===== src/rtl/pipe_credit_ctrl_pkg.sv =====
// Shared common header for the credit-controlled pipeline slice: default
// data width, the register-update delay macro and the credit-width helper.
`ifndef PIPE_CREDIT_COMMON_DEFS
`define PIPE_CREDIT_COMMON_DEFS
`define BIT_WIDTH 16
`define SD
`endif

package pipe_credit_ctrl_pkg;

   localparam int DEFAULT_LATENCY   = 4;
   localparam int DEFAULT_BUF_DEPTH = 8;

   // Credits run 0..depth inclusive, so one extra bit over the index width.
   function automatic int credit_width(input int depth);
      return $clog2(depth) + 1;
   endfunction

endpackage


===== src/rtl/pipe_out_fifo.sv =====
// Synchronous output buffer: registered storage, no bypass, pointers carry
// one wrap bit so full and empty are distinguishable without a counter.
module pipe_out_fifo
   import pipe_credit_ctrl_pkg::*;
#(
   parameter int DEPTH = DEFAULT_BUF_DEPTH,
   parameter int WIDTH = `BIT_WIDTH
) (
   input  logic             clk,
   input  logic             rst,
   input  logic             wr_en,
   input  logic [WIDTH-1:0] wr_data,
   input  logic             rd_en,
   output logic [WIDTH-1:0] rd_data,
   output logic             empty,
   output logic             full,
   output logic             wr_drop
);

   localparam int AW = $clog2(DEPTH);

   logic [AW:0]      wr_ptr;
   logic [AW:0]      rd_ptr;
   logic [WIDTH-1:0] mem [DEPTH];
   logic             do_wr;
   logic             do_rd;

   // Full/empty decode and the accepted read/write strobes.
   always_comb begin
      empty   = (wr_ptr == rd_ptr);
      full    = (wr_ptr[AW] != rd_ptr[AW]) && (wr_ptr[AW-1:0] == rd_ptr[AW-1:0]);
      do_wr   = wr_en && !full;
      do_rd   = rd_en && !empty;
      wr_drop = wr_en && full;
      rd_data = mem[rd_ptr[AW-1:0]];
   end

   // Storage needs no reset; only written slots are ever presented.
   always_ff @(posedge clk) begin
      if (do_wr) begin
         mem[wr_ptr[AW-1:0]] <= `SD wr_data;
      end
   end

   // Pointer update; the natural binary wrap gives modulo-DEPTH indexing.
   always_ff @(posedge clk or posedge rst) begin
      if (rst) begin
         wr_ptr <= '0;
         rd_ptr <= '0;
      end else begin
         if (do_wr) begin
            wr_ptr <= `SD wr_ptr + (AW+1)'(1);
         end
         if (do_rd) begin
            rd_ptr <= `SD rd_ptr + (AW+1)'(1);
         end
      end
   end

endmodule


===== src/rtl/pipe_credit_ctrl.sv =====
// Credit-based flow control around a fixed-latency, non-stallable datapath.
// Each credit is one output-buffer slot; a word may only be issued when a
// slot is reserved for it, so the buffer can never overflow.
// Handshake: a transfer happens on a rising edge where valid and ready are
// both high; valid never depends on ready, and up_ready is decoded from
// registered credits only (no combinational path from down_ready).
module pipe_credit_ctrl
   import pipe_credit_ctrl_pkg::*;
#(
   parameter int LATENCY   = DEFAULT_LATENCY,
   parameter int BIT_WIDTH = `BIT_WIDTH,
   parameter int BUF_DEPTH = DEFAULT_BUF_DEPTH
) (
   input  logic                                  clk,
   input  logic                                  rst,
   input  logic                                  up_valid,
   output logic                                  up_ready,
   input  logic [BIT_WIDTH-1:0]                  up_data,
   output logic                                  pipe_in_valid,
   output logic [BIT_WIDTH-1:0]                  pipe_in,
   input  logic [BIT_WIDTH-1:0]                  pipe_out,
   output logic                                  down_valid,
   input  logic                                  down_ready,
   output logic [BIT_WIDTH-1:0]                  down_data,
   output logic [credit_width(BUF_DEPTH)-1:0]    credits,
   output logic                                  busy,
   output logic                                  ovf_err
);

   localparam int CW = credit_width(BUF_DEPTH);

   logic [CW-1:0]      credits_q;
   logic [LATENCY-1:0] valid_sr;
   logic               fire;
   logic               pop;
   logic               fifo_empty;
   logic               fifo_full;
   logic               fifo_drop;

   // Handshake decode; reset holds every strobe low.
   always_comb begin
      up_ready      = !rst && (credits_q != '0);
      fire          = up_valid && up_ready;
      pipe_in_valid = fire;
      pipe_in       = up_data;
      down_valid    = !fifo_empty;
      pop           = down_valid && down_ready;
      credits       = credits_q;
      busy          = (credits_q != CW'(BUF_DEPTH));
   end

   // Token tracker mirroring the datapath; the last stage marks pipe_out valid.
   always_ff @(posedge clk or posedge rst) begin
      if (rst) begin
         valid_sr <= '0;
      end else begin
         valid_sr[0] <= `SD fire;
         for (int i = 1; i < LATENCY; i++) begin
            valid_sr[i] <= `SD valid_sr[i-1];
         end
      end
   end

   // Credit accounting: issue consumes a slot, pop returns one.
   always_ff @(posedge clk or posedge rst) begin
      if (rst) begin
         credits_q <= CW'(BUF_DEPTH);
      end else if (fire && !pop && (credits_q != '0)) begin
         credits_q <= `SD credits_q - CW'(1);
      end else if (pop && !fire && (credits_q != CW'(BUF_DEPTH))) begin
         credits_q <= `SD credits_q + CW'(1);
      end
   end

   // Sticky record of any write that found the buffer full.
   always_ff @(posedge clk or posedge rst) begin
      if (rst) begin
         ovf_err <= 1'b0;
      end else if (fifo_drop) begin
         ovf_err <= `SD 1'b1;
      end
   end

   pipe_out_fifo #(
      .DEPTH (BUF_DEPTH),
      .WIDTH (BIT_WIDTH)
   ) u_fifo (
      .clk     (clk),
      .rst     (rst),
      .wr_en   (valid_sr[LATENCY-1]),
      .wr_data (pipe_out),
      .rd_en   (pop),
      .rd_data (down_data),
      .empty   (fifo_empty),
      .full    (fifo_full),
      .wr_drop (fifo_drop)
   );

   logic unused_full;
   assign unused_full = fifo_full;

endmodule


===== config.mk =====
export PLATFORM = sky130hd
export DESIGN_NAME = pipe_credit_ctrl
export DESIGN_NICKNAME = d
export VERILOG_FILES = /design/src/rtl/pipe_credit_ctrl_pkg.sv /design/src/rtl/pipe_out_fifo.sv /design/src/rtl/pipe_credit_ctrl.sv
export SDC_FILE = /design/constraint.sdc
export NUM_CORES = 1
export LEC_CHECK = 0
export ABC_CLOCK_PERIOD_IN_PS = 3000
export BUFFER_PORTS_ARGS = -buffer_cell sky130_fd_sc_hd__buf_2
export CORE_UTILIZATION = 28
export CTS_CLUSTER_SIZE = 24
export DETAILED_ROUTE_END_ITERATION = 10
export GPL_ROUTABILITY_DRIVEN = 0
export GPL_TIMING_DRIVEN = 0
export PLACE_DENSITY = 0.55
export SLEW_MARGIN = 30
export SYNTH_ARGS = -nofsm -noshare
export SYNTH_HDL_FRONTEND = slang
export SYNTH_SLANG_ARGS = --single-unit

===== constraint.sdc =====
create_clock -name clk -period 3 [get_ports clk]
set_clock_uncertainty 0.05 [all_clocks]
set_input_delay 0.3 -clock clk [delete_from_list [all_inputs] [get_ports clk]]
set_output_delay 0.3 -clock clk [all_outputs]
set_load 0.01 [all_outputs]

# --- Word-level counts from Yosys, hierarchy flattened ---
# Memories as Yosys holds them, arrays and structs flattened.
# Index checks and enable logic that the tools add are counted.
totals:
  reg_bits: 17
  ram_bits: 128
  in_bits: 36
  output_inout_bits: 41
  elab_cells: 36
  n_memories: 1
classes:
  add_sub_neg: 4
  eq_ne: 4
  n_mux: 4
  n_reduce_logical: 18
mem_list:
  columns: ["name", "words", "word_bits", "rd", "rd_ports_with_merged_regs", "write_ports", "line", "rtl"]
  rows:
  - ["u_fifo.mem", 8, 16, 1, 0, 1, "pipe_out_fifo.sv:24", "logic [WIDTH-1:0] mem [DEPTH];"]
ops:
  columns: ["cell", "count"]
  rows:
  - ["adder 4 x 1 -> 4 bit, second input constant", 3]
  - ["logical AND 1 bit", 11]
  - ["2-to-1 mux 4 bit", 2]
  - ["zero test 1 bit", 5]
  - ["== test 4 bit", 1]
  - ["!= test 4 bit, second input constant", 1]
  - ["nonzero test 4 bit", 1]
  - ["subtractor 4 x 1 -> 4 bit, second input constant", 1]
  - ["== test 3 bit", 1]
  - ["2-to-1 mux 1 bit", 2]
  - ["nonzero test 2 bit", 1]
  - ["!= test 1 bit", 1]

# --- Logic depth before layout (Yosys ltp) ---
# Gate-level depths: netlist of run 1.
logic_depth:
  word_depth: 8
  depth_mapped: 10
  depth_no_buf: 10

# --- Hierarchy ---
# Synthesis of run 1 repeated with hierarchy kept, for this count alone.
unflattened:
  cells_unflattened: 296
  hier_area_um2: 6127.1
modules_own_cells:
  columns: ["module", "n_inst", "cells_each", "area_per_inst_um2"]
  rows:
  - ["pipe_out_fifo", 1, 245, 5559.1]
  - ["pipe_credit_ctrl", 1, 51, 568.0]

# --- Least setup slack after synthesis of run 1 ---
# No wires, ideal clock.
synth_timing:
  path_type: "register -> register"
  start: "reg u_fifo.rd_ptr[2]"
  end: "mem u_fifo.mem[4][0] (netlist name) (enable)"
  setup_ps: 409
  arrival_time_ps: 2275
  required_time_ps: 2541
  slack_ps: 266
  stages_incl_launch_ff: 6
  period_less_slack_ps: 2734
  path_cell_list: "dfrtp_1 buf_4 xnor2_2 a41oi_4 nand2_1 nor3_1"
synth_between:
  elab_chain_cells: 6
synth_rtl:
  columns: ["item", "line", "rtl"]
  rows:
  - ["start: declaration", "pipe_out_fifo.sv:23", "logic [AW:0] rd_ptr;"]
  - ["start signal: assignment", "pipe_out_fifo.sv:55", "rd_ptr <= `SD rd_ptr + (AW+1)'(1);"]
  - ["== test 3 bit", "pipe_out_fifo.sv:31", "full = (wr_ptr[AW] != rd_ptr[AW]) && (wr_ptr[AW-1:0] == rd_ptr[AW-1:0]);"]
  - ["logical AND 1 bit", "pipe_out_fifo.sv:31", null]
  - ["zero test 1 bit", "pipe_out_fifo.sv:32", "do_wr = wr_en && !full;"]
  - ["logical AND 1 bit", "pipe_out_fifo.sv:32", null]
  - ["2-to-1 mux 1 bit", "pipe_out_fifo.sv:40", "if (do_wr) begin"]
  - ["2-to-1 mux 1 bit", "pipe_out_fifo.sv:41", "mem[wr_ptr[AW-1:0]] <= `SD wr_data;"]
  - ["end: declaration", "pipe_out_fifo.sv:24", null]
# Every way passes these cells.

# --- Final worst setup path of run 1 ---
layout_timing:
  start: "reg u_fifo.rd_ptr[1]"
  end: "out down_data[8]"
layout_between:
  elab_chain_cells: 1
layout_rtl:
  columns: ["item", "line", "rtl"]
  rows:
  - ["memory read (8 x 16 bit)", null, null]
  - ["end: declaration", "pipe_credit_ctrl.sv:24", "output logic [BIT_WIDTH-1:0] down_data,"]
# Every way passes these cells.

==> results of run 1 <==
## cells in the mapped netlist (2+ instances only)
library cell	instances	share of area
sky130_fd_sc_hd__nor3_1	3	0.0026
sky130_fd_sc_hd__buf_2	4	0.0034
sky130_fd_sc_hd__mux4_2	32	0.12
sky130_fd_sc_hd__nand2_1	5	0.0032
sky130_fd_sc_hd__xor2_1	6	0.0089
sky130_fd_sc_hd__xnor2_2	2	0.0055
sky130_fd_sc_hd__mux2_2	18	0.035
sky130_fd_sc_hd__edfxtp_1	128	0.65
sky130_fd_sc_hd__inv_1	7	0.0045
sky130_fd_sc_hd__nand4_1	3	0.0032
sky130_fd_sc_hd__ha_1	4	0.0085
sky130_fd_sc_hd__nand2b_1	3	0.0032
sky130_fd_sc_hd__mux2i_1	2	0.0034
sky130_fd_sc_hd__xnor2_1	5	0.0075
sky130_fd_sc_hd__nor2_1	6	0.0038
sky130_fd_sc_hd__a41oi_4	2	0.0094
sky130_fd_sc_hd__clkbuf_1	3	0.0019
sky130_fd_sc_hd__dfrtp_1	16	0.068
sky130_fd_sc_hd__buf_4	18	0.023
## repair_timing
action	CTS	global route
setup endpoints to repair	0	3
endpoints found under the hold margin	16	0
gates resized for setup	0	3
hold buffers	1	0
## worst max path at each step
stage | from | endpoint | slack (ps) | depth (start not counted)
floorplan | u_fifo.rd_ptr[2] | u_fifo.mem[4][0] | 270 | 5
finish | u_fifo.rd_ptr[1] | down_data[8] | 240 | 5
global route | u_fifo.rd_ptr[0] | down_data[9] | 90 | 5
detailed placement | u_fifo.rd_ptr[2] | u_fifo.mem[4][9] | 320 | 7
global placement | u_fifo.rd_ptr[2] | u_fifo.mem[4][9] | -1110 | 5
CTS | u_fifo.rd_ptr[1] | down_data[12] | 80 | 5
## registers in the layout (all words and copies together) (netlist names)
name / flops
valid_sr: 4
u_fifo.mem: 128
credits: 4
ovf_err: 1
u_fifo.wr_ptr: 4
u_fifo.rd_ptr: 4
## layout make-up
type | instances | share of cell area
clock buffers | 17 | 0.0588
flip-flops and latches | 145 | 0.590
inverters | 7 | 0.00363
clock inverters | 13 | 0.0268
multi-input cells | 104 | 0.201
well taps | 270 | 0.0467
plain buffers | 27 | 0.0244
repair buffers | 65 | 0.0481
## logic make-up (layout without fill, tap and decap cells)
logic type,count (synthesis),count (layout),share of synthesized area
and+or+nand+nor,27,27,0.0260
muxes,52,52,0.161
AOI/OAI and AO/OA,6,6,0.0136
DFF,145,145,0.727
xor gates and xnor gates,14,14,0.0266
buffers and inverters,34,129,0.0343
adders and majority gates,5,5,0.0119
## metal layers
metal  wire, um  track usage
met2       5740        0.191
met3        502       0.0292
met4        129       0.0406
met1       4850        0.135
met5          0            0
## worst reg2reg max path, delay by kind of cell (launching register included)
kind	cells	cell delay, ps
buf+inv	3	610
flops	1	350
compound gates	1	330
simple gates	2	780
xor+xnor	1	210
## power by group through the flow
| stage | clock network (W) | logic (W) | registers [W] |
|---|---|---|---|
| 2_1_floorplan | 0 | 0.00156 | 0.00262 |
| 4_1_cts | 0.00226 | 0.00229 | 0.00259 |
| 3_3_place_gp | 0 | 0.00219 | 0.00262 |
| 3_5_place_dp | 0 | 0.00228 | 0.00263 |
| 5_1_grt | 0.00234 | 0.00243 | 0.00262 |
| 6_report | 0.00222 | 0.00222 | 0.00259 |
## stage by stage
| stage | worst slack [ps] | std cells | total power [W] | setup TNS (ps) |
|---|---|---|---|---|
| after global placement | -1110 | 613 | 0.00481 | -37790 |
| final | 245 | 648 | 0.00703 | 0 |
| after detailed placement | 324 | 617 | 0.00491 | 0 |
| after global routing | 90.2 | 648 | 0.00738 | 0 |
| after CTS | 77.5 | 648 | 0.00714 | 0 |
| after floorplan | 266 | 283 | 0.00418 | 0 |
==> run_results.csv, run 1 <==
group,metric,value,unit
detailed_routing,antenna_left,0,
job,max_cap_violations,0,
detailed_routing,drt_wl_total,11200,um
timing,final-hold-violation-count,0,
cells_and_area,multi_input_area,1460,um2
timing,setup_viol,0,
cells_and_area,num-nets-final,408,
yosys,synth_area,5870,um2
worst_setup_path,r2r_end,"u_fifo.mem[4][8]",
cells_and_area,finish.instance_area,7230,um2
clock_tree,clkTransAtPathRegs,60,ps
outcome,status,"finished, final reports clean",
power_and_ir_drop,p_int,0.00497,W
worst_setup_path,critPathArrivalTime,2410,ps
cells_and_area,insertedDiodeCount,0,
clock_tree,cts_root_buffer,"sky130_fd_sc_hd__clkbuf_16",
detailed_routing,iteration_count_of_the_initial_detailed_routing_pass,4,
power_and_ir_drop,ir_drop,0.373,mV
timing,final.min_clock_period,2760,ps
global_route,number_of_global_route_vias_before_repair,2987,
clock_tree,cts_tree,"done",
yosys,synthCells,283,
timing,fin_crit_sh,0.918,
worst_setup_path,data_required_time_at_the_worst_endpoint,2650,ps
cells_and_area,p_r_area_growth_vs_syn,23.1,%
yosys,synth_sequential_area_ratio,0.727,
worst_setup_path,critical_path_s_top_delay_family,"buffers and inverters",
power_and_ir_drop,p_seq_frac,0.368,
cells_and_area,seq_area,4270,um2
floorplanning,core_region,20400,um2
global_route,grt_max_degree,18,
floorplanning,floorplan.die_area,21600,um2
worst_hold_path,timing.hold.worst_endpoint,"u_fifo.mem[2][12]",
timing,slew_hr,0.501,
detailed_routing,via_count,2837,
power_and_ir_drop,swShare,0.293,
yosys,ys_seq_elements,145,
floorplanning,std_cell_rows,52,
timing,max_freq,363,MHz
placement,hpwl,7240,um
timing,report.final.slew_viol_count,0,
worst_setup_path,worst-path-max-fanout,10,
cells_and_area,final_layout_size_suffix_gt1_frac,0.481,
timing,worstMarginPinSlew,749,ps
clock_tree,cts_setup_buffers,0,
yosys,syn_avg_cell_area,20.8,um2
power_and_ir_drop,total_leakage_power,2.54,nW
worst_setup_path,r2r.worst_path.cells,7,
clock_tree,clkLatencyLatePin,400,ps
cells_and_area,filler_cell_count,1944,
worst_setup_path,crit_path_frequent_cell,"sky130_fd_sc_hd__buf_2",
worst_setup_path,worst_reg2reg_startpoint,"u_fifo.rd_ptr[2]",
global_route,grt_first_pass_wirelength,17400,um
yosys,async_flop_share,0.117,
detailed_routing,wl_per_cell,17.3,um
worst_setup_path,startpoint_class_of_the_critical_path,"flip-flop",
floorplanning,die_w,147,um
timing,grt_setup_unrepaired,"false",
yosys,synth_edf_count,128,
power_and_ir_drop,clkPwrFrac,0.316,
yosys,yosys_warnings,0,
worst_hold_path,timing.hold.worst_path_depth,1,
detailed_routing,dr.first_iter.drc_count,183,
worst_setup_path,regToRegSetupSlack,380,ps
clock_tree,htreeDepth,4,
clock_tree,clockBufferDepth,2,
worst_hold_path,min_path_type,"in2reg",
cells_and_area,utilization,0.354,
floorplanning,num_io_pins,77,
clock_tree,cts-buffers-inserted,17,
power_and_ir_drop,p_per_area,972,nW/um2
global_route,antenna_found_initial,0,
worst_setup_path,crit_path_end_kind,"primary output",
power_and_ir_drop,power.net_switching,0.00206,W
worst_setup_path,cp.buffers_inverters,3,
placement,port_buffers,60,
worst_setup_path,timing_worst_setup_path_type,"reg2out",
yosys,dominantRegCellSynth,"sky130_fd_sc_hd__edfxtp_1",
cells_and_area,layout_commonest_cell,"sky130_fd_sc_hd__edfxtp_1",
clock_tree,cts.sinks,145,
detailed_routing,number_of_remaining_drc_errors,0,
floorplanning,floorplan.initialDensity,0.288,
power_and_ir_drop,combinationalPowerShare,0.316,
worst_setup_path,timing.critical_path.slowest_stage_cell,"sky130_fd_sc_hd__clkbuf_1",
detailed_routing,route.detailed.vias_per_inst,4.38,
global_route,grt-ovfl-total,0,
yosys,synth_cell_type_count,35,
yosys,mappedNetlistNets,324,
global_route,groute.usage.overall,0.111,
floorplanning,dieHeight,147,um
worst_setup_path,crit_path_cell_trace,"buf_2, clkbuf_1, mux4_2, mux2_2, buf_2",
cells_and_area,most-common-layout-cells,"128 x sky130_fd_sc_hd__edfxtp_1, 64 x sky130_fd_sc_hd__buf_2, 32 x sky130_fd_sc_hd__mux4_2",
placement,dpl-instance-area,6600,um2
timing,timing.hold.ws,106,ps
worst_hold_path,worst_hold_start,"pipe_out[12]",
worst_setup_path,critical-path-max-stage-delay,550,ps
(Power assumes the default switching activity.)
==> run 2, diff against run 1 <==
CELL_PAD_IN_SITES_DETAIL_PLACEMENT = 0   (was default)
CELL_PAD_IN_SITES_GLOBAL_PLACEMENT = 1   (was default)
PLACE_DENSITY = 0.6   (was 0.55)
==> run 2 against run 1 <==
Effect of this change: die area is the same; critical path depth unchanged; flip-flop and latch count stayed put; sequential share of layout area rose by 0.53 points; via count down 0.53%.
==> run_results.csv, run 2 (synthesized netlist as in run 1, its figures left out) <==
group,metric,value,unit
outcome,status,"finished, final reports clean",
detailed_routing,drt_wl_total,11200,um
detailed_routing,antenna_left,0,
power_and_ir_drop,total_leakage_power,2.52,nW
global_route,groute.usage.overall,0.112,
cells_and_area,final_layout_size_suffix_gt1_frac,0.474,
global_route,number_of_global_route_vias_before_repair,2974,
floorplanning,dieHeight,147,um
global_route,grt-ovfl-total,0,
floorplanning,core_region,20400,um2
cells_and_area,multi_input_area,1460,um2
cells_and_area,p_r_area_growth_vs_syn,22.0,%
worst_setup_path,data_required_time_at_the_worst_endpoint,2650,ps
cells_and_area,layout_commonest_cell,"sky130_fd_sc_hd__edfxtp_1",
detailed_routing,number_of_remaining_drc_errors,0,
timing,worstMarginPinSlew,772,ps
global_route,global_route.usage.met1,0.139,
cells_and_area,num-nets-final,408,
worst_setup_path,timing_worst_setup_path_type,"reg2out",
timing,slew_hr,0.485,
clock_tree,clockBufferDepth,2,
timing,report.final.slew_viol_count,0,
detailed_routing,iteration_count_of_the_initial_detailed_routing_pass,4,
worst_hold_path,min_path_type,"in2reg",
job,max_cap_violations,0,
detailed_routing,dr.first_iter.drc_count,211,
worst_setup_path,crit_path_end_kind,"primary output",
cells_and_area,most-common-layout-cells,"128 x sky130_fd_sc_hd__edfxtp_1, 64 x sky130_fd_sc_hd__buf_2, 32 x sky130_fd_sc_hd__mux4_2",
floorplanning,die_w,147,um
floorplanning,floorplan.die_area,21600,um2
timing,setup_viol,0,
power_and_ir_drop,ir_drop,0.435,mV
worst_setup_path,critPathArrivalTime,2480,ps
timing,max_freq,353,MHz
cells_and_area,insertedDiodeCount,0,
clock_tree,cts_setup_buffers,0,
clock_tree,clkTransAtPathRegs,50,ps
detailed_routing,route.detailed.vias_per_inst,4.34,
placement,placement_setup_slack,338,ps
timing,timing.setup.tns,0,ps
timing,setup_ws,169,ps
clock_tree,cts_root_buffer,"sky130_fd_sc_hd__clkbuf_16",
placement,port_buffers,60,
cells_and_area,largest_register_ff_count,128,
global_route,global_routing_usage_on_met2,0.184,
clock_tree,clkLatencyLatePin,400,ps
global_route,antenna_found_initial,0,
clock_tree,cts.sinks,145,
global_route,global_route.peak_usage_layer,"met2",
floorplanning,num_io_pins,77,
detailed_routing,wl_per_cell,17.3,um
worst_setup_path,worst-path-max-fanout,10,
clock_tree,htreeDepth,4,
floorplanning,floorplan.initialDensity,0.288,
timing,fin_crit_sh,0.944,
placement,hpwl,7180,um
floorplanning,std_cell_rows,52,
power_and_ir_drop,p_per_area,948,nW/um2
timing,timing.hold.ws,107,ps
detailed_routing,via_count,2822,
clock_tree,cts_resized,0,
cells_and_area,seq_area,4270,um2
global_route,grt_first_pass_wirelength,17300,um
timing,final-hold-violation-count,0,
worst_setup_path,startpoint_class_of_the_critical_path,"flip-flop",
timing,grt_setup_unrepaired,"false",
global_route,grt_max_degree,18,
clock_tree,cts-buffers-inserted,17,
clock_tree,cts_tree,"done",
cells_and_area,filler_cell_count,1955,
timing,final.min_clock_period,2830,ps
global_route,global_route.usage.met3,0.0273,
==> run 2: cell types whose count changed in the layout (fill, tap and decap cells not counted), moves of 2 or more <==
| cell | change |
|---|---|
| sky130_fd_sc_hd__clkbuf_1 | +6 |
| sky130_fd_sc_hd__bufinv_16 | -3 |
| sky130_fd_sc_hd__clkinv_2 | +3 |
| sky130_fd_sc_hd__clkinvlp_4 | -3 |
| sky130_fd_sc_hd__clkbuf_8 | +2 |
| sky130_fd_sc_hd__clkinv_1 | -2 |
==> run 2: worst paths after layout <==
check                                      start          endpoint  slack [ps]  cells past startpoint
worst max-delay path            u_fifo.rd_ptr[1]     down_data[14]         170                      5
worst min-delay path                 pipe_out[8]  u_fifo.mem[4][8]         110                      1
worst max register to register  u_fifo.rd_ptr[2]  u_fifo.mem[4][5]         360                      6
worst min register to register       valid_sr[0]       valid_sr[1]         300                      0
max in group asynchronous                    rst  u_fifo.wr_ptr[3]        1980                      3
min in group asynchronous                    rst        credits[2]         500                      3
==> run 2: routing by layer <==
| layer | vias to the layer above | routed length [um] |
|---|---|---|
| met5 | - | 0 |
| met4 | 0 | 205 |
| met3 | 17 | 472 |
| met2 | 71 | 5710 |
| met1 | 1459 | 4860 |
| li1 | 1275 | - |
==> run 2: power by group <==
| part | internal [W] | switching (W) |
|---|---|---|
| Combinational | 0.00105 | 0.00117 |
| Sequential | 0.00246 | 0.000129 |
| Clock | 0.00126 | 0.000726 |
==> run 2: area by class of cell <==
| class | instances | area share |
|---|---|---|
| clock inverter | 8 | 0.0124 |
| sequential | 145 | 0.596 |
| inverter | 7 | 0.00366 |
| clock buffer | 24 | 0.0658 |
| buffer | 27 | 0.0244 |
| multi-input combinational | 104 | 0.203 |
| timing repair buffer | 65 | 0.0480 |
| tap | 270 | 0.0471 |
==> run 2: timing repair <==
action                                  4_1_cts  5_1_grt
hold endpoints to repair                     16        0
endpoints found under the setup margin        0        0
hold buffers                                  1        0
==> run 2: through the flow <==
step	instances	total power, W	cell area [um2]	util
2_1_floorplan	283	0.00418	5870	-
6_report	650	0.00679	7170	0.351
3_5_place_dp	617	0.00492	6600	0.323
3_3_place_gp	613	0.00482	6510	0.319
4_1_cts	650	0.00692	7170	0.351
5_1_grt	650	0.00716	7170	0.351
==> run 2: critical path: stages (launching register included) <==
cell                       delay (ps)
sky130_fd_sc_hd__dfrtp_1          340
sky130_fd_sc_hd__buf_2            260
sky130_fd_sc_hd__clkbuf_1         610
sky130_fd_sc_hd__mux4_2           410
sky130_fd_sc_hd__mux2_2           300
sky130_fd_sc_hd__buf_2            150
==> run 3, diff against run 2 <==
ABC_CLOCK_PERIOD_IN_PS = 3610   (was 3000)
clock period = 3.61 ns   (was 3 ns; I/O delays follow)
==> run 3 against run 2 <==
Effect of this change: total power decreased by 17%; die area unchanged; flip-flop and latch count unchanged; cell area decreased by 0.14%; sequential share of layout area increased by 0.083 points; critical path type unchanged; largest cell class unchanged.
==> run_results.csv, run 3 (synthesized netlist as in run 1, its figures left out) <==
group,metric,value,unit
detailed_routing,number_of_remaining_drc_errors,0,
detailed_routing,iteration_count_of_the_initial_detailed_routing_pass,4,
global_route,grt_max_degree,18,
clock_tree,clockBufferDepth,2,
worst_setup_path,regToRegSetupSlack,970,ps
timing,setup_viol,0,
worst_setup_path,critPathLaunch,"u_fifo.rd_ptr[1]",
power_and_ir_drop,p_per_area,789,nW/um2
cells_and_area,largest_register_ff_count,128,
worst_setup_path,crit_cells,5,
outcome,status,"finished, final reports clean",
worst_setup_path,crit_path_cell_trace,"buf_2, clkbuf_1, mux4_2, mux2_2, buf_2",
worst_setup_path,worst-path-max-fanout,10,
cells_and_area,multi_input_area,1460,um2
clock_tree,cts_root_buffer,"sky130_fd_sc_hd__clkbuf_16",
worst_setup_path,crit_path_frequent_cell,"sky130_fd_sc_hd__buf_2",
clock_tree,cts.sinks,145,
worst_setup_path,timing.critical_path.slowest_stage_cell,"sky130_fd_sc_hd__clkbuf_1",
worst_setup_path,timing_worst_setup_path_type,"reg2out",
detailed_routing,drt_wl_total,11300,um
clock_tree,cts-buffers-inserted,17,
power_and_ir_drop,total_leakage_power,2.51,nW
detailed_routing,wl_per_cell,17.3,um
job,max_cap_violations,0,
timing,final-hold-violation-count,0,
worst_setup_path,critPathArrivalTime,2480,ps
placement,port_buffers,60,
power_and_ir_drop,ir_drop,0.362,mV
worst_hold_path,min_path_type,"in2async",
cells_and_area,p_r_area_growth_vs_syn,21.9,%
global_route,grt-ovfl-total,0,
cells_and_area,most-common-layout-cells,"128 x sky130_fd_sc_hd__edfxtp_1, 64 x sky130_fd_sc_hd__buf_2, 32 x sky130_fd_sc_hd__mux4_2",
power_and_ir_drop,total_power,0.00565,W
cells_and_area,num-nets-final,407,
timing,timing.setup.tns,0,ps
worst_setup_path,crit_path_end_kind,"primary output",
detailed_routing,route.detailed.vias_per_inst,4.34,
floorplanning,floorplan.initialDensity,0.288,
clock_tree,clkLatencyLatePin,410,ps
worst_setup_path,r2r_end,"u_fifo.mem[4][5]",
clock_tree,cts_resized,0,
floorplanning,std_cell_rows,52,
cells_and_area,layout_commonest_cell,"sky130_fd_sc_hd__edfxtp_1",
global_route,groute.usage.overall,0.112,
placement,placement_setup_slack,948,ps
cells_and_area,final_layout_size_suffix_gt1_frac,0.475,
floorplanning,dieHeight,147,um
detailed_routing,dr.first_iter.drc_count,221,
floorplanning,die_w,147,um
worst_setup_path,critical-path-max-stage-delay,610,ps
worst_setup_path,startpoint_class_of_the_critical_path,"flip-flop",
clock_tree,clkTransAtPathRegs,50,ps
floorplanning,floorplan.die_area,21600,um2
global_route,antenna_found_initial,0,
timing,slew_hr,0.484,
clock_tree,cts_tree,"done",
placement,hpwl,7180,um
detailed_routing,antenna_left,0,
cells_and_area,seq_area,4270,um2
floorplanning,num_io_pins,77,
clock_tree,cts_hold_buf,0,
clock_tree,htreeDepth,4,
global_route,number_of_global_route_vias_before_repair,2972,
timing,setup_ws,719,ps
detailed_routing,via_count,2817,
worst_setup_path,data_required_time_at_the_worst_endpoint,3200,ps
floorplanning,core_region,20400,um2
clock_tree,cts_setup_buffers,0,
timing,worstMarginPinSlew,774,ps
timing,fin_crit_sh,0.801,
timing,max_freq,346,MHz
timing,final.min_clock_period,2890,ps
cells_and_area,insertedDiodeCount,0,
timing,report.final.slew_viol_count,0,
worst_setup_path,r2r.worst_path.cells,6,
worst_setup_path,cp.buffers_inverters,3,
worst_setup_path,critical_path_s_top_delay_family,"buffers and inverters",
global_route,grt_first_pass_wirelength,17300,um
timing,grt_setup_unrepaired,"false",
worst_setup_path,worst_reg2reg_startpoint,"u_fifo.rd_ptr[2]",
cells_and_area,filler_cell_count,1956,
==> run 3: final cells by class <==
type / instances / area share
sequential: 145 / 0.596
multi-input combinational: 104 / 0.203
clock buffer: 24 / 0.0659
tap: 270 / 0.0472
timing repair buffer: 64 / 0.0467
buffer: 27 / 0.0245
clock inverter: 8 / 0.0124
inverter: 7 / 0.00367
==> run 3: metrics by stage <==
| stage | hold WS, ps | cell area (um2) | cells | util |
|---|---|---|---|---|
| CTS | 1.60 | 7160 | 649 | 0.350 |
| detailed placement | 285 | 6600 | 617 | 0.323 |
| global route | 46.9 | 7160 | 649 | 0.350 |
| global placement | 283 | 6510 | 613 | 0.319 |
| floorplan | 236 | 5870 | 283 | - |
| finish | 6.34 | 7160 | 649 | 0.350 |
==> run 3: layer usage <==
layer | vias up | wire length [um] | GRT usage
li1 | 1272 | - | -
met1 | 1451 | 4850 | 0.139
met2 | 74 | 5720 | 0.184
met3 | 20 | 475 | 0.0273
met4 | 0 | 210 | 0.0547
met5 | - | 0 | 0
==> run 3: power breakdown <==
| group | total, W | leakage [nW] | switching, W | internal [W] |
|---|---|---|---|---|
| logic | 0.00185 | 0.874 | 0.000972 | 0.000875 |
| clock network | 0.00165 | 0.279 | 0.000604 | 0.00104 |
| registers | 0.00215 | 1.36 | 0.000107 | 0.00204 |
| total | 0.00565 | 2.51 | 0.00168 | 0.00396 |
==> run 3: worst max-delay path by stage <==
stage                        to  slack, ps
2_1_floorplan  u_fifo.mem[4][0]        880
3_3_place_gp   u_fifo.mem[4][4]       -510
3_5_place_dp   u_fifo.mem[4][4]        950
4_1_cts           down_data[14]        630
5_1_grt           down_data[14]        590
6_report          down_data[14]        720
==> run 3: worst register-to-register path: cells and delay by family (launching register included) <==
kind                   cells  cell delay (ps)
AO/OA/AOI/OAI              1              320
XOR/XNOR                   1              210
buffers and inverters      2              500
flip-flops                 1              360
AND/OR/NAND/NOR            2              910
